### config.mk
export PLATFORM = sky130hd
export DESIGN_NAME = wb_write_queue_flat
export DESIGN_NICKNAME = d
export VERILOG_FILES = /design/src/rtl/wb_write_queue_if.sv /design/src/rtl/wb_write_queue.sv /design/src/flat_wrapper.sv
export SDC_FILE = /design/constraint.sdc
export NUM_CORES = 1
export LEC_CHECK = 0
export BUFFER_PORTS_ARGS = -buffer_cell sky130_fd_sc_hd__buf_2
export CORE_UTILIZATION = 36
export DETAILED_ROUTE_END_ITERATION = 7
export PLACE_DENSITY = 0.65
export RECOVER_POWER = 100
export SYNTH_ARGS = -nofsm -noshare
export SYNTH_HDL_FRONTEND = slang
export SYNTH_SLANG_ARGS = --single-unit
### constraint.sdc
create_clock -name clk -period 3.3 [get_ports clk]
set_input_delay 0.33 -clock clk [delete_from_list [all_inputs] [get_ports clk]]
set_output_delay 0.33 -clock clk [all_outputs]
set_load 0.05 [all_outputs]
### src/rtl/wb_write_queue_if.sv
// Writeback-queue bus: two result sources in, one register-file write port and two bypass lookups out.
// valid/ready: a source result is taken at the rising edge only when in_ready was high before that edge;
// in_ready does not depend on the valids, and a valid raised while in_ready is low is dropped, not held.
interface wb_write_queue_if #(
  parameter int WIDTH  = 16,
  parameter int N_REGS = 8,
  parameter int DEPTH  = 4
);
  localparam int A  = $clog2(N_REGS);
  localparam int CW = $clog2(DEPTH) + 1;

  logic             alu_valid;
  logic [A-1:0]     alu_addr;
  logic [WIDTH-1:0] alu_data;
  logic             mem_valid;
  logic [A-1:0]     mem_addr;
  logic [WIDTH-1:0] mem_data;
  logic             in_ready;
  logic             RegWrite;
  logic [A-1:0]     write_address;
  logic [WIDTH-1:0] write_data;
  logic [A-1:0]     fwd_addr1;
  logic [A-1:0]     fwd_addr2;
  logic             fwd_hit1;
  logic             fwd_hit2;
  logic [WIDTH-1:0] fwd_data1;
  logic [WIDTH-1:0] fwd_data2;
  logic [CW-1:0]    count;
  logic             overflow;

  modport master (
    output alu_valid, alu_addr, alu_data, mem_valid, mem_addr, mem_data, fwd_addr1, fwd_addr2,
    input  in_ready, RegWrite, write_address, write_data, fwd_hit1, fwd_hit2, fwd_data1, fwd_data2,
           count, overflow
  );

  modport slave (
    input  alu_valid, alu_addr, alu_data, mem_valid, mem_addr, mem_data, fwd_addr1, fwd_addr2,
    output in_ready, RegWrite, write_address, write_data, fwd_hit1, fwd_hit2, fwd_data1, fwd_data2,
           count, overflow
  );
endinterface

### src/rtl/wb_write_queue.sv
// Circular writeback queue: accepts up to two results per cycle (load older than ALU), drains one
// per cycle to the register file, and bypasses the youngest queued value to two decode lookups.
module wb_write_queue #(
  parameter int WIDTH  = 16,
  parameter int N_REGS = 8,
  parameter int DEPTH  = 4
) (
  input  logic            clk,
  input  logic            rst,
  wb_write_queue_if.slave bus
);
  localparam int A  = $clog2(N_REGS);
  localparam int PW = $clog2(DEPTH);
  localparam int CW = $clog2(DEPTH) + 1;

  if ((DEPTH < 2) || ((DEPTH & (DEPTH - 1)) != 0)) begin : g_bad_depth
    $error("wb_write_queue: DEPTH must be a power of two and at least 2");
  end

  logic [A-1:0]     addr_q [DEPTH];
  logic [WIDTH-1:0] data_q [DEPTH];
  logic [PW-1:0]    head_q;
  logic [PW-1:0]    tail_q;
  logic [CW-1:0]    count_q;
  logic             overflow_q;

  logic          in_ready_c;
  logic          any_valid;
  logic          accept;
  logic          pop;
  logic [CW-1:0] n_push;
  logic [CW-1:0] count_next;
  logic [PW-1:0] tail_p1;

  always_comb begin
    in_ready_c = (CW'(DEPTH) - count_q) >= CW'(2);
    any_valid  = bus.alu_valid || bus.mem_valid;
    accept     = in_ready_c && any_valid;
    pop        = (count_q != '0);
    n_push     = accept ? (CW'(bus.alu_valid) + CW'(bus.mem_valid)) : '0;
    count_next = count_q + n_push - CW'(pop);
    tail_p1    = tail_q + PW'(1);
  end

  always_ff @(posedge clk or posedge rst) begin
    if (rst) begin
      head_q     <= '0;
      tail_q     <= '0;
      count_q    <= '0;
      overflow_q <= 1'b0;
    end else begin
      if (pop) head_q <= head_q + PW'(1);
      tail_q  <= tail_q + PW'(n_push);
      count_q <= count_next;
      if (!in_ready_c && any_valid) overflow_q <= 1'b1;
    end
  end

  // Payload needs no reset: occupancy alone decides what is visible.
  always_ff @(posedge clk) begin
    if (accept) begin
      if (bus.mem_valid) begin
        addr_q[tail_q] <= bus.mem_addr;
        data_q[tail_q] <= bus.mem_data;
        if (bus.alu_valid) begin
          addr_q[tail_p1] <= bus.alu_addr;
          data_q[tail_p1] <= bus.alu_data;
        end
      end else begin
        addr_q[tail_q] <= bus.alu_addr;
        data_q[tail_q] <= bus.alu_data;
      end
    end
  end

  // Walk oldest to youngest so the last match seen is the youngest one.
  always_comb begin
    logic [PW-1:0] idx;
    idx           = '0;
    bus.fwd_hit1  = 1'b0;
    bus.fwd_hit2  = 1'b0;
    bus.fwd_data1 = '0;
    bus.fwd_data2 = '0;
    for (int i = 0; i < DEPTH; i++) begin
      idx = head_q + PW'(i);
      if (CW'(i) < count_q) begin
        if (addr_q[idx] == bus.fwd_addr1) begin
          bus.fwd_hit1  = 1'b1;
          bus.fwd_data1 = data_q[idx];
        end
        if (addr_q[idx] == bus.fwd_addr2) begin
          bus.fwd_hit2  = 1'b1;
          bus.fwd_data2 = data_q[idx];
        end
      end
    end
  end

  assign bus.in_ready      = in_ready_c;
  assign bus.RegWrite      = pop;
  assign bus.write_address = pop ? addr_q[head_q] : '0;
  assign bus.write_data    = pop ? data_q[head_q] : '0;
  assign bus.count         = count_q;
  assign bus.overflow      = overflow_q;
endmodule

### src/flat_wrapper.sv
// flat-port wrapper written by rule: the top's interface ports become plain ports
module wb_write_queue_flat 
#(
  parameter int WIDTH  = 16,
  parameter int N_REGS = 8,
  parameter int DEPTH  = 4
)
  (clk, rst, bus_alu_valid, bus_alu_addr, bus_alu_data, bus_mem_valid, bus_mem_addr, bus_mem_data, bus_fwd_addr1, bus_fwd_addr2, bus_in_ready, bus_RegWrite, bus_write_address, bus_write_data, bus_fwd_hit1, bus_fwd_hit2, bus_fwd_data1, bus_fwd_data2, bus_count, bus_overflow);
  wb_write_queue_if #(.WIDTH(WIDTH), .N_REGS(N_REGS), .DEPTH(DEPTH)) bus_i ();
  input  logic clk;
  input  logic rst;
  input wire logic [$bits(bus_i.alu_valid)-1:0] bus_alu_valid;
  input wire logic [$bits(bus_i.alu_addr)-1:0] bus_alu_addr;
  input wire logic [$bits(bus_i.alu_data)-1:0] bus_alu_data;
  input wire logic [$bits(bus_i.mem_valid)-1:0] bus_mem_valid;
  input wire logic [$bits(bus_i.mem_addr)-1:0] bus_mem_addr;
  input wire logic [$bits(bus_i.mem_data)-1:0] bus_mem_data;
  input wire logic [$bits(bus_i.fwd_addr1)-1:0] bus_fwd_addr1;
  input wire logic [$bits(bus_i.fwd_addr2)-1:0] bus_fwd_addr2;
  output wire logic [$bits(bus_i.in_ready)-1:0] bus_in_ready;
  output wire logic [$bits(bus_i.RegWrite)-1:0] bus_RegWrite;
  output wire logic [$bits(bus_i.write_address)-1:0] bus_write_address;
  output wire logic [$bits(bus_i.write_data)-1:0] bus_write_data;
  output wire logic [$bits(bus_i.fwd_hit1)-1:0] bus_fwd_hit1;
  output wire logic [$bits(bus_i.fwd_hit2)-1:0] bus_fwd_hit2;
  output wire logic [$bits(bus_i.fwd_data1)-1:0] bus_fwd_data1;
  output wire logic [$bits(bus_i.fwd_data2)-1:0] bus_fwd_data2;
  output wire logic [$bits(bus_i.count)-1:0] bus_count;
  output wire logic [$bits(bus_i.overflow)-1:0] bus_overflow;
  assign bus_i.alu_valid = bus_alu_valid;
  assign bus_i.alu_addr = bus_alu_addr;
  assign bus_i.alu_data = bus_alu_data;
  assign bus_i.mem_valid = bus_mem_valid;
  assign bus_i.mem_addr = bus_mem_addr;
  assign bus_i.mem_data = bus_mem_data;
  assign bus_i.fwd_addr1 = bus_fwd_addr1;
  assign bus_i.fwd_addr2 = bus_fwd_addr2;
  assign bus_in_ready = bus_i.in_ready;
  assign bus_RegWrite = bus_i.RegWrite;
  assign bus_write_address = bus_i.write_address;
  assign bus_write_data = bus_i.write_data;
  assign bus_fwd_hit1 = bus_i.fwd_hit1;
  assign bus_fwd_hit2 = bus_i.fwd_hit2;
  assign bus_fwd_data1 = bus_i.fwd_data1;
  assign bus_fwd_data2 = bus_i.fwd_data2;
  assign bus_count = bus_i.count;
  assign bus_overflow = bus_i.overflow;
  wb_write_queue #(.WIDTH(WIDTH), .N_REGS(N_REGS), .DEPTH(DEPTH)) u_core (.clk(clk), .rst(rst), .bus(bus_i));
endmodule
==> run summary, run 1 <==
The mapped netlist covers 7210 um^2. The H-tree was split into 3 levels. The endpoint arrival time on the critical path came out at 2.92 ns.

The Yosys step of the flow raised 0 warnings. The post-synthesis adder-cell area fraction came out at 0.0184. The share of the clock period used by the worst path after layout came out at 0.985. The later pin in the worst-skew pair is clocked with a latency of 0.33 ns.

Clock tree synthesis inserted a total of 9 buffers. The final count of hold timing violations came to 0. At the worst endpoint, the required time is 2.97 ns.

Entering global routing, the biggest net connects 65 pins. For this block, the routed nets add up to 20.1 mm of wire. After filler insertion, the fill cell instance count of the layout stands at 1869. The delay of the slowest cell on the worst path came out at 0.69 ns. In the post-synthesis netlist, the biggest area contributors are sky130_fd_sc_hd__edfxtp_1 (32%), sky130_fd_sc_hd__mux2_2 (17%), sky130_fd_sc_hd__nor2_1 (6.2%). The number of ports placed on the die boundary is 107. The share of the synthesized area in compound gates (AO/OA/AOI/OAI) came out at 0.169.

STA classifies the critical path startpoint as a flop. Setup repair after global routing could not meet its margin everywhere. Measured along the y axis, the die boundary spans 143 um. By instance count, the leading cell after synthesis is sky130_fd_sc_hd__nor2_1. The buffer cell driving the clock tree root is sky130_fd_sc_hd__clkbuf_16.

The xor and xnor fraction of the mapped netlist area is 0.0365. For this run, design rule violations remaining after detail routing come to 0. The max-slew violation count is 0.

The number of nets in the layout is 888. For this run, the register share of the synthesized area comes to 0.345. In this run the most critical hold path is launched from bus_mem_data[6]. The flow ran to the end, and the final reports show no timing, DRC or antenna violations. At the end of routability-driven placement, the weighted congestion stood at 0.887. The tightest min-delay check is of the primary input to flop type. In the global route stage, overall resource usage came out at 0.200. Counting instances in the post-synthesis netlist gives the leading cell types as sky130_fd_sc_hd__nor2_1 (119), sky130_fd_sc_hd__mux2_2 (110), sky130_fd_sc_hd__edfxtp_1 (76).

The count of buffering cells on the critical path with inverters included is 2. The via count of the first global-routing pass is 5606. The maximum count of clock buffers along a single path came out at 2. The placeable core region came out at 19500 um^2.

The number of violations of the max-capacitance limit came out at 0. Clock skew on the completed layout was measured at 0.00328 ns. TritonCTS built the clock tree. sky130_fd_sc_hd__edfxtp_1 takes more of the synthesized area than any other cell. The average wire per cell in the routed design is 18.3 um. Among all flip-flop cells after synthesis, the most frequent one is sky130_fd_sc_hd__edfxtp_1. On the critical path, the stage with the largest delay is an instance of sky130_fd_sc_hd__or4b_2. The count of state elements after synthesis came out at 84. The number of setup violations in the final report is 0. The critical path goes through buf_8, mux4_2, xnor2_1, and4_1, or4b_2, buf_2. In this run the worst path has a maximum fanout of 10.

The vias after detailed routing is 5903. In this run the tightest slew margin relative to its limit is 0.140. The post-synth net total came out at 786. In this run the remaining antenna-violating nets after routing total 0. Among cell families on the critical path, the largest total delay comes from simple AND/OR/NAND/NOR gates.

The detail-routed via count per cell came out at 5.35. The total number of clock tree sinks is 84. The synthesis-to-finish area growth is 22.9%. The number of port buffers came out at 106. The number of flops mapped to enable cells by yosys is 76. Tracing the worst setup path back leads to its startpoint at u_core.head_q[0]. In this run the critical register-to-register path is launched from u_core.bus.count[0].

The basic-gate share of the synthesized area counting and, or, nand and nor cells is 0.118. The clock transition at the registers of the reported paths is 0.05 ns. The synthesized area divided by synthesized cell count came out at 9.90 um^2. The detailed placer's ending HPWL came out at 14.8 mm. Of the cells placed in the final design, the portion with a size suffix greater than 1 is 0.410. The slew at the pin with the worst max-slew slack came out at 1.29 ns. The critical path endpoint category is a primary output.

The share of the synthesized area in the top cell type came out at 0.317. The width of the chip is 143 um. The slack of the worst reg-to-reg path came out at 0.54 ns.

For the final routed database, the setup TNS stands at 0 ns. The post-synthesis async set-or-reset flop share came out at 0.0952. The total number of placement rows came out at 51. The worst path needs 3.25 ns of the cycle, external delays included. The number of instances in the synthesized netlist is 728. The count of routing violations after the opening detailed-route iteration is 554. Static timing analysis puts the maximum clock frequency at 0.308 GHz. The number of detailed-route iterations in the first pass is 7.

The synthesized netlist contains 46 unique library cells. The worst slack on hold paths is 0.340 ns. The initial antenna violation count is 5. The effective utilization at floorplan is 0.369.

The area enclosed by the die boundary came out at 20600 um^2. After synthesis, the largest family of logic cells by area is multiplexers. The remaining global-route overflow is 0. The global-route wire length before repair is 31.4 mm.

The portion of synthesized area spent on multiplexers is 0.263. The type of the setup path with the least slack is flop to primary output.
## worst register-to-register path, cell delays in order, from the launching register on
cell	delay, ns
sky130_fd_sc_hd__dfrtp_1	0.40
sky130_fd_sc_hd__inv_1	0.11
sky130_fd_sc_hd__ha_1	0.21
sky130_fd_sc_hd__ha_1	0.31
sky130_fd_sc_hd__a21oi_1	0.23
sky130_fd_sc_hd__and2_0	0.16
sky130_fd_sc_hd__clkbuf_1	0.94
## what timing repair did
| item | in CTS | in global routing |
|---|---|---|
| pin swaps | 1 | 5 |
| resized for setup | 15 | 93 |
| endpoints found under the setup margin | 33 | 33 |
| buffers inserted | 6 | 0 |
| hold buffers | 1 | 0 |
| endpoints found under the hold margin | 8 | 0 |
## kinds of logic after synthesis
logic type               after synthesis
multiplexers                         163
XOR/XNOR                              30
buffers and inverters                 84
flip-flops                            84
AO/OA/AOI/OAI                        159
adder cells (fa/ha/maj)               10
AND/OR/NAND/NOR                      198
## flip-flops by register name, summed over array words and instances (netlist names)
register / count
u_core.tail_q: 2
u_core.data_q: 64
u_core.head_q: 2
u_core.bus.count: 3
u_core.bus.overflow: 1
u_core.addr_q: 12
## per-layer routing
layer  wire length [um]  up-vias  GRT usage
met5                 20        -          0
met4                372        4     0.0622
met3               1480       27     0.0417
met2               8650      203      0.289
met1               9620     2803      0.295
li1                   -     2866          -
## placed cells by master (no fill, tap or decap), types with 26 or more instances in the layout
| cell type | n |
|---|---|
| sky130_fd_sc_hd__inv_1 | 26 |
| sky130_fd_sc_hd__mux2i_1 | 40 |
| sky130_fd_sc_hd__edfxtp_1 | 76 |
| sky130_fd_sc_hd__mux2_2 | 108 |
| sky130_fd_sc_hd__buf_2 | 59 |
| sky130_fd_sc_hd__buf_6 | 31 |
| sky130_fd_sc_hd__a21oi_1 | 52 |
| sky130_fd_sc_hd__buf_4 | 26 |
| sky130_fd_sc_hd__nand2_1 | 52 |
| sky130_fd_sc_hd__o31ai_2 | 32 |
| sky130_fd_sc_hd__nor2_1 | 119 |
## cell type report
cell class,count,area [um^2],share of cell area
multi-input combinational,560,4560,0.515
sequential,84,2490,0.281
timing repair buffer,148,1090,0.123
tap,265,332,0.0374
clock buffer,11,233,0.0263
inverter,27,101,0.0114
clock inverter,4,41.3,0.00466
antenna,4,10.0,0.00113
## stage by stage
step	instances	utilization	instance area, um^2	worst slack [ns]
4_1_cts	1099	0.443	8660	0.00277
3_5_place_dp	1077	0.424	8290	0.205
2_1_floorplan	728	-	7320	-0.205
6_report	1103	0.454	8860	0.0486
3_3_place_gp	1077	0.424	8290	0.222
5_1_grt	1099	0.453	8850	-0.0436
## path summary, 6_finish.rpt
check,endpoint,cells past startpoint
max,bus_fwd_hit1,6
min,u_core.data_q[2][6],2
max reg2reg,u_core.data_q[0][7],6
min reg2reg,u_core.bus.overflow,1
max in group asynchronous,u_core.head_q[0],3
min in group asynchronous,u_core.bus.overflow,3
Power of run 1 is not shown: default switching activity piles up to over one toggle a cycle in this logic, so the estimate is an artifact.
==> run 2: changes to the inputs <==
--- a/config.mk
+++ b/config.mk
@@ -6,9 +6,12 @@
 export NUM_CORES = 1
 export LEC_CHECK = 0
 export BUFFER_PORTS_ARGS = -buffer_cell sky130_fd_sc_hd__buf_2
+export CELL_PAD_IN_SITES_DETAIL_PLACEMENT = 0
+export CELL_PAD_IN_SITES_GLOBAL_PLACEMENT = 1
+export CORE_MARGIN = 1.5
 export CORE_UTILIZATION = 36
 export DETAILED_ROUTE_END_ITERATION = 7
-export PLACE_DENSITY = 0.65
+export PLACE_DENSITY = 0.77
 export RECOVER_POWER = 100
 export SYNTH_ARGS = -nofsm -noshare
 export SYNTH_HDL_FRONTEND = slang
==> run 2 against run 1 <==
Register-to-register slack got worse by 0.12 ns. First-iteration DRC count down 8.3%. Clock skew about the same. Via count fell by 0.64%. Non-clock buffer count rose by 11. Cell count rose by 0.82%.
==> run summary, run 2 (synthesized netlist as in run 1, its figures left out) <==
The number of nets in the layout came out at 899. Relative to the synthesized area, the layout overhead comes to 24.5%. The tree is rooted in a sky130_fd_sc_hd__clkbuf_16. The run finished with clean final reports. The detail-routed via count per cell came out at 5.27.

Leaving out fill and tap cells, the most frequent cells in the layout are sky130_fd_sc_hd__nor2_1 (119), sky130_fd_sc_hd__mux2_2 (110), sky130_fd_sc_hd__edfxtp_1 (76). The detailed placer's ending HPWL is 15.1 mm. The vias after detailed routing is 5865. The post-layout minimum cycle time came out at 3.23 ns.

For this block, the routed nets add up to 20.6 mm of wire. The post-detailed-route count of antenna-violating nets came out at 0. The number of flip-flops in the largest register came out at 64. In the final layout, the multi-input gates occupy 4620 um^2. The worst-skew pair later-pin latency came out at 0.34 ns. The maximum number of pins on one net before global-route repair is 65. The H-tree level count is 3. The worst slack on hold paths came out at 0.335 ns. The critical path data required time is 2.97 ns. The tightest min-delay check is of the primary input to flop type. The slowest cell on the critical path is sky130_fd_sc_hd__or4b_2.

Setup violations remaining at the end of the flow were counted as 0. Between clock sinks in the finished design, the worst skew comes to 0.00348 ns. For this design the top-level I/O count stands at 107. The maximum count of clock buffers along a single path is 2. The global-route wire length before repair is 31.4 mm. The placeable core region came out at 19500 um^2. The number of detailed-route iterations in the first pass is 4. The count of filler cells inserted in the layout is 1862.

Ranked by flip-flop count, first place goes to u_core.data_q. In the global route stage, overall resource usage came out at 0.198. The total clock buffers created by CTS is 9. The max-slew violation count is 0.

The count of routing violations after the opening detailed-route iteration came out at 508. The remaining design rule violation count is 0. The tool flagged a number of max-cap violations equal to 0. The clock transition at the registers of the reported paths came out at 0.06 ns. The highest net fanout along the worst path came out at 10. Based on the critical path, the design can be clocked at up to 0.310 GHz. The tightest slew margin relative to the limit came out at 0.143.

STA classifies the critical path startpoint as a flop. The remaining global-route overflow came out at 0. The number of port buffers came out at 106. The average wire per cell in the routed design is 18.6 um. The worst setup path is of the flop to primary output kind. The die height came out at 144 um. At the worst endpoint, the arrival time is 2.90 ns. The total number of clock tree sinks is 84.

Setup repair after global routing could not meet its margin everywhere. Row generation in the floorplan step produced 51 rows. The effective utilization at floorplan came out at 0.369.

The slew at the pin with the worst max-slew slack came out at 1.28 ns. The share of the clock period used by the worst path after layout came out at 0.978. The final count of hold timing violations is 0. The signal on the critical path passes through buf_6, mux4_1, xnor2_1, and4_1, or4b_2, buf_4. The initial antenna violation count came to 4. The delay of the slowest cell on the worst path is 0.70 ns.

The via count of the first global-routing pass came to 5410. The area enclosed by the die boundary came out at 20900 um^2. The TritonCTS clock tree is built. The commonest non-fill, non-tap cell in the layout is sky130_fd_sc_hd__nor2_1. The register cell area after layout came out at 2490 um^2.

The share of post-route cells with drive strength above 1 came out at 0.418. The congestion estimate from routability-driven global placement came to 0.859. STA classifies the critical path endpoint as a primary output. The width of the chip is 144 um.
## run 2: repair_timing
item                                   in CTS  in global routing
hold buffers                                1                  0
resized for setup                          18                 79
endpoints found under the hold margin       8                  0
buffers inserted                            7                  3
setup endpoints to repair                  33                 33
pin swaps                                   2                 19
cloned                                      0                  1
## run 2: final timing paths
kind / endpoint / from / cells after the start / slack, ns
setup reg to reg: u_core.data_q[3][7] / u_core.bus.count[1] / 7 / 0.42
min in group asynchronous: u_core.bus.count[1] / rst / 3 / 0.49
max in group asynchronous: u_core.head_q[0] / rst / 3 / 2.53
setup / recovery: bus_fwd_hit1 / u_core.head_q[0] / 6 / 0.07
hold reg to reg: u_core.bus.overflow / u_core.bus.overflow / 1 / 0.48
hold / removal: u_core.addr_q[1][2] / bus_mem_addr[2] / 2 / 0.34
## run 2: critical path: cells and delay by family, from the launching register on
family        cells  cell delay [ns]
xor+xnor          1             0.15
buf+inv           2             0.41
flops             1             0.47
mux               1             0.62
simple gates      2             0.91
## run 2: cell type report
class | count | share of cell area
repair buffers | 159 | 0.128
diodes | 1 | 0.000279
inverters | 27 | 0.0113
clock inverters | 6 | 0.00614
multi-input cells | 560 | 0.515
flip-flops and latches | 84 | 0.277
well taps | 265 | 0.0370
clock buffers | 10 | 0.0255
## run 2: metal layers
metal,part of all wire,global-route usage,up-vias
met1,0.51,0.301,2821
li1,-,-,2890
met4,0.0097,0.0457,6
met5,0.0017,0,-
met3,0.051,0.0407,19
met2,0.43,0.283,129
## run 2: metrics by stage
| step | setup TNS, ns | std cells | cell area, um^2 | worst slack (ns) | utilization |
|---|---|---|---|---|---|
| 2_1_floorplan | -7.84 | 728 | 7320 | -0.205 | - |
| 3_3_place_gp | 0 | 1084 | 8330 | 0.198 | 0.426 |
| 3_5_place_dp | 0 | 1084 | 8330 | 0.164 | 0.426 |
| 4_1_cts | 0 | 1108 | 8750 | 0.00380 | 0.448 |
| 5_1_grt | -0.170 | 1111 | 8970 | -0.0412 | 0.459 |
| 6_report | 0 | 1112 | 8970 | 0.0716 | 0.459 |
Power of run 2 is left out for the same reason.
==> run 3: changes to the inputs <==
--- a/config.mk
+++ b/config.mk
@@ -12,7 +12,7 @@
 export CORE_UTILIZATION = 36
 export DETAILED_ROUTE_END_ITERATION = 7
 export PLACE_DENSITY = 0.77
-export RECOVER_POWER = 100
+export RECOVER_POWER = 25
 export SYNTH_ARGS = -nofsm -noshare
 export SYNTH_HDL_FRONTEND = slang
 export SYNTH_SLANG_ARGS = --single-unit
==> run 3 against run 2 <==
Sequential share of layout area shrank 0.15 points. Register-to-register slack improved by 0.16 ns. Setup slack worse by 0.0024 ns. Utilization rose by 0.26 points. Clock skew fell by 0.00067 ns. First-iteration DRC count down 1.4%. Sequential cell count unchanged. Cell count did not move. Non-clock buffer count did not move. Via count decreased by 0.20%. Clock-buffer cell count stayed put. Critical path depth grew 3.
==> run summary, run 3 (synthesized netlist as in run 1, its figures left out) <==
The number of setup violations in the final report is 0. Routability-driven placement finished with a final weighted congestion of 0.859. The number of violations of the max-capacitance limit is 0.

The final count of hold timing violations came out at 0. The total global-route track usage is 0.198. The area enclosed by the die boundary is 20900 um^2. During I/O placement, the number of pins put on the boundary was 107.

The maximum count of clock buffers along a single path is 2. The largest register by flop count is u_core.data_q. The highest net fanout along the worst path came out at 8.

TritonCTS built the clock tree. In this run, the number of DRC markers left after iteration 0 of detailed routing was 501. The floorplan has 51 rows. The slew at the pin with the worst max-slew slack is 1.26 ns. Of the available clock period, the critical path in the final layout requires 0.979. The detail-routed via count per cell came out at 5.26.

The synthesis-to-finish area growth is 25.2%. The placeable core region came out at 19500 um^2. After detailed routing, the average wire length per cell comes to 18.5 um.

The effective utilization at floorplan came out at 0.369. The number of detailed-route iterations in the first pass came out at 5. The share of post-route cells with drive strength above 1 came out at 0.437. The number of nets in the layout is 899. The max-slew violation count came to 0. The min-delay analysis places its worst path in the category primary input to flop. In the layout the commonest cells are sky130_fd_sc_hd__nor2_1 (119), sky130_fd_sc_hd__mux2_2 (110), sky130_fd_sc_hd__edfxtp_1 (76). The total clock buffers created by CTS is 9. The worst-skew pair later-pin latency came out at 0.33 ns. The critical path data required time is 2.97 ns. The routed design has 20.5 mm of wire. Fill cells in the final layout number 1839. Once detail routing completed, the nets flagged for antenna violations numbered 0. The vias after detailed routing is 5853. The cell family contributing the most delay on the critical path is compound AO/OA/AOI/OAI gates. The via count of the first global-routing pass came out at 5410. The finished cells cover 9020 um^2. The tightest slew margin relative to the limit came out at 0.159. The commonest non-fill, non-tap cell in the layout is sky130_fd_sc_hd__nor2_1. The type of the setup path with the least slack is flop to primary output.

The slack of the worst reg-to-reg path came out at 0.58 ns. The run finished with clean final reports. For this design, the slowest cell found on the critical path is sky130_fd_sc_hd__mux4_2. The detailed placer's ending HPWL came out at 15.1 mm. The count of buffering cells on the critical path with inverters included came out at 3. The number of flip-flops in the largest register is 64. The total number of clock tree sinks is 84. The clock transition at the registers of the reported paths is 0.06 ns. Timing would allow up to 0.310 GHz. The endpoint arrival time on the critical path came out at 2.90 ns.

The global-route wire length before repair is 31.4 mm. The width of the chip is 144 um. The post-layout minimum cycle time is 3.23 ns.

The initial antenna violation count is 4. The maximum number of pins on one net before global-route repair came out at 65. The critical path goes through mux4_2, xor2_2, nor3_4, a2111oi_4, buf_4, clkbuf_16, a221oi_4, o31ai_2, buf_6. For this run, design rule violations remaining after detail routing come to 0. The critical path endpoint category is a primary output.

The number of port buffers is 106. In this run the clock root is driven by a sky130_fd_sc_hd__clkbuf_16. The remaining global-route overflow came out at 0.

The H-tree level count came out at 3. On the worst path, the slowest cell contributes a delay of 0.58 ns. The placed instance area is 8330 um^2. Clock skew on the completed layout was measured at 0.00282 ns. Setup repair after global routing could not meet its margin everywhere.

The die height is 144 um. The worst setup path is launched from a flop.
==> run 3: stage by stage <==
stage / TNS [ns] / worst slack (ns) / cells / utilization / hold WS [ns]
2_1_floorplan: -7.84 / -0.205 / 728 / - / 0.146
3_3_place_gp: 0 / 0.198 / 1084 / 0.426 / 0.298
3_5_place_dp: 0 / 0.164 / 1084 / 0.426 / 0.309
4_1_cts: 0 / 0.00380 / 1108 / 0.448 / 0.323
5_1_grt: -0.170 / -0.0412 / 1111 / 0.462 / 0.326
6_report: 0 / 0.0692 / 1112 / 0.462 / 0.338
==> run 3: cell type report <==
| cell class | count | area (um^2) | area share |
|---|---|---|---|
| antenna | 1 | 2.50 | 0.000277 |
| inverter | 27 | 101 | 0.0112 |
| sequential | 84 | 2490 | 0.276 |
| timing repair buffer | 159 | 1170 | 0.130 |
| multi-input combinational | 560 | 4640 | 0.514 |
| clock buffer | 10 | 229 | 0.0254 |
| tap | 265 | 332 | 0.0368 |
| clock inverter | 6 | 55.1 | 0.00610 |
==> run 3: what timing repair did <==
item,in CTS,in global routing
hold buffers,1,0
setup endpoints to repair,33,33
pin swaps,2,19
hold endpoints to repair,8,0
setup buffers,7,3
gates resized for setup,18,79
gates cloned,0,1
==> run 3: worst paths after layout <==
check	end	cells past startpoint	from
max	bus_fwd_data2[7]	9	u_core.head_q[1]
min in group asynchronous	u_core.bus.count[1]	3	rst
max reg2reg	u_core.data_q[0][8]	6	u_core.bus.count[1]
min	u_core.addr_q[1][1]	2	bus_alu_addr[1]
max in group asynchronous	u_core.head_q[0]	3	rst
min reg2reg	u_core.bus.overflow	1	u_core.bus.overflow
==> run 3: metal layers <==
metal  vias to the layer above  part of all wire  global-route usage
li1                       2892                 -                   -
met1                      2797              0.51               0.301
met2                       139              0.43               0.283
met3                        19             0.055              0.0407
met4                         6            0.0096              0.0457
met5                         -            0.0018                   0
Power of run 3 is left out for the same reason.
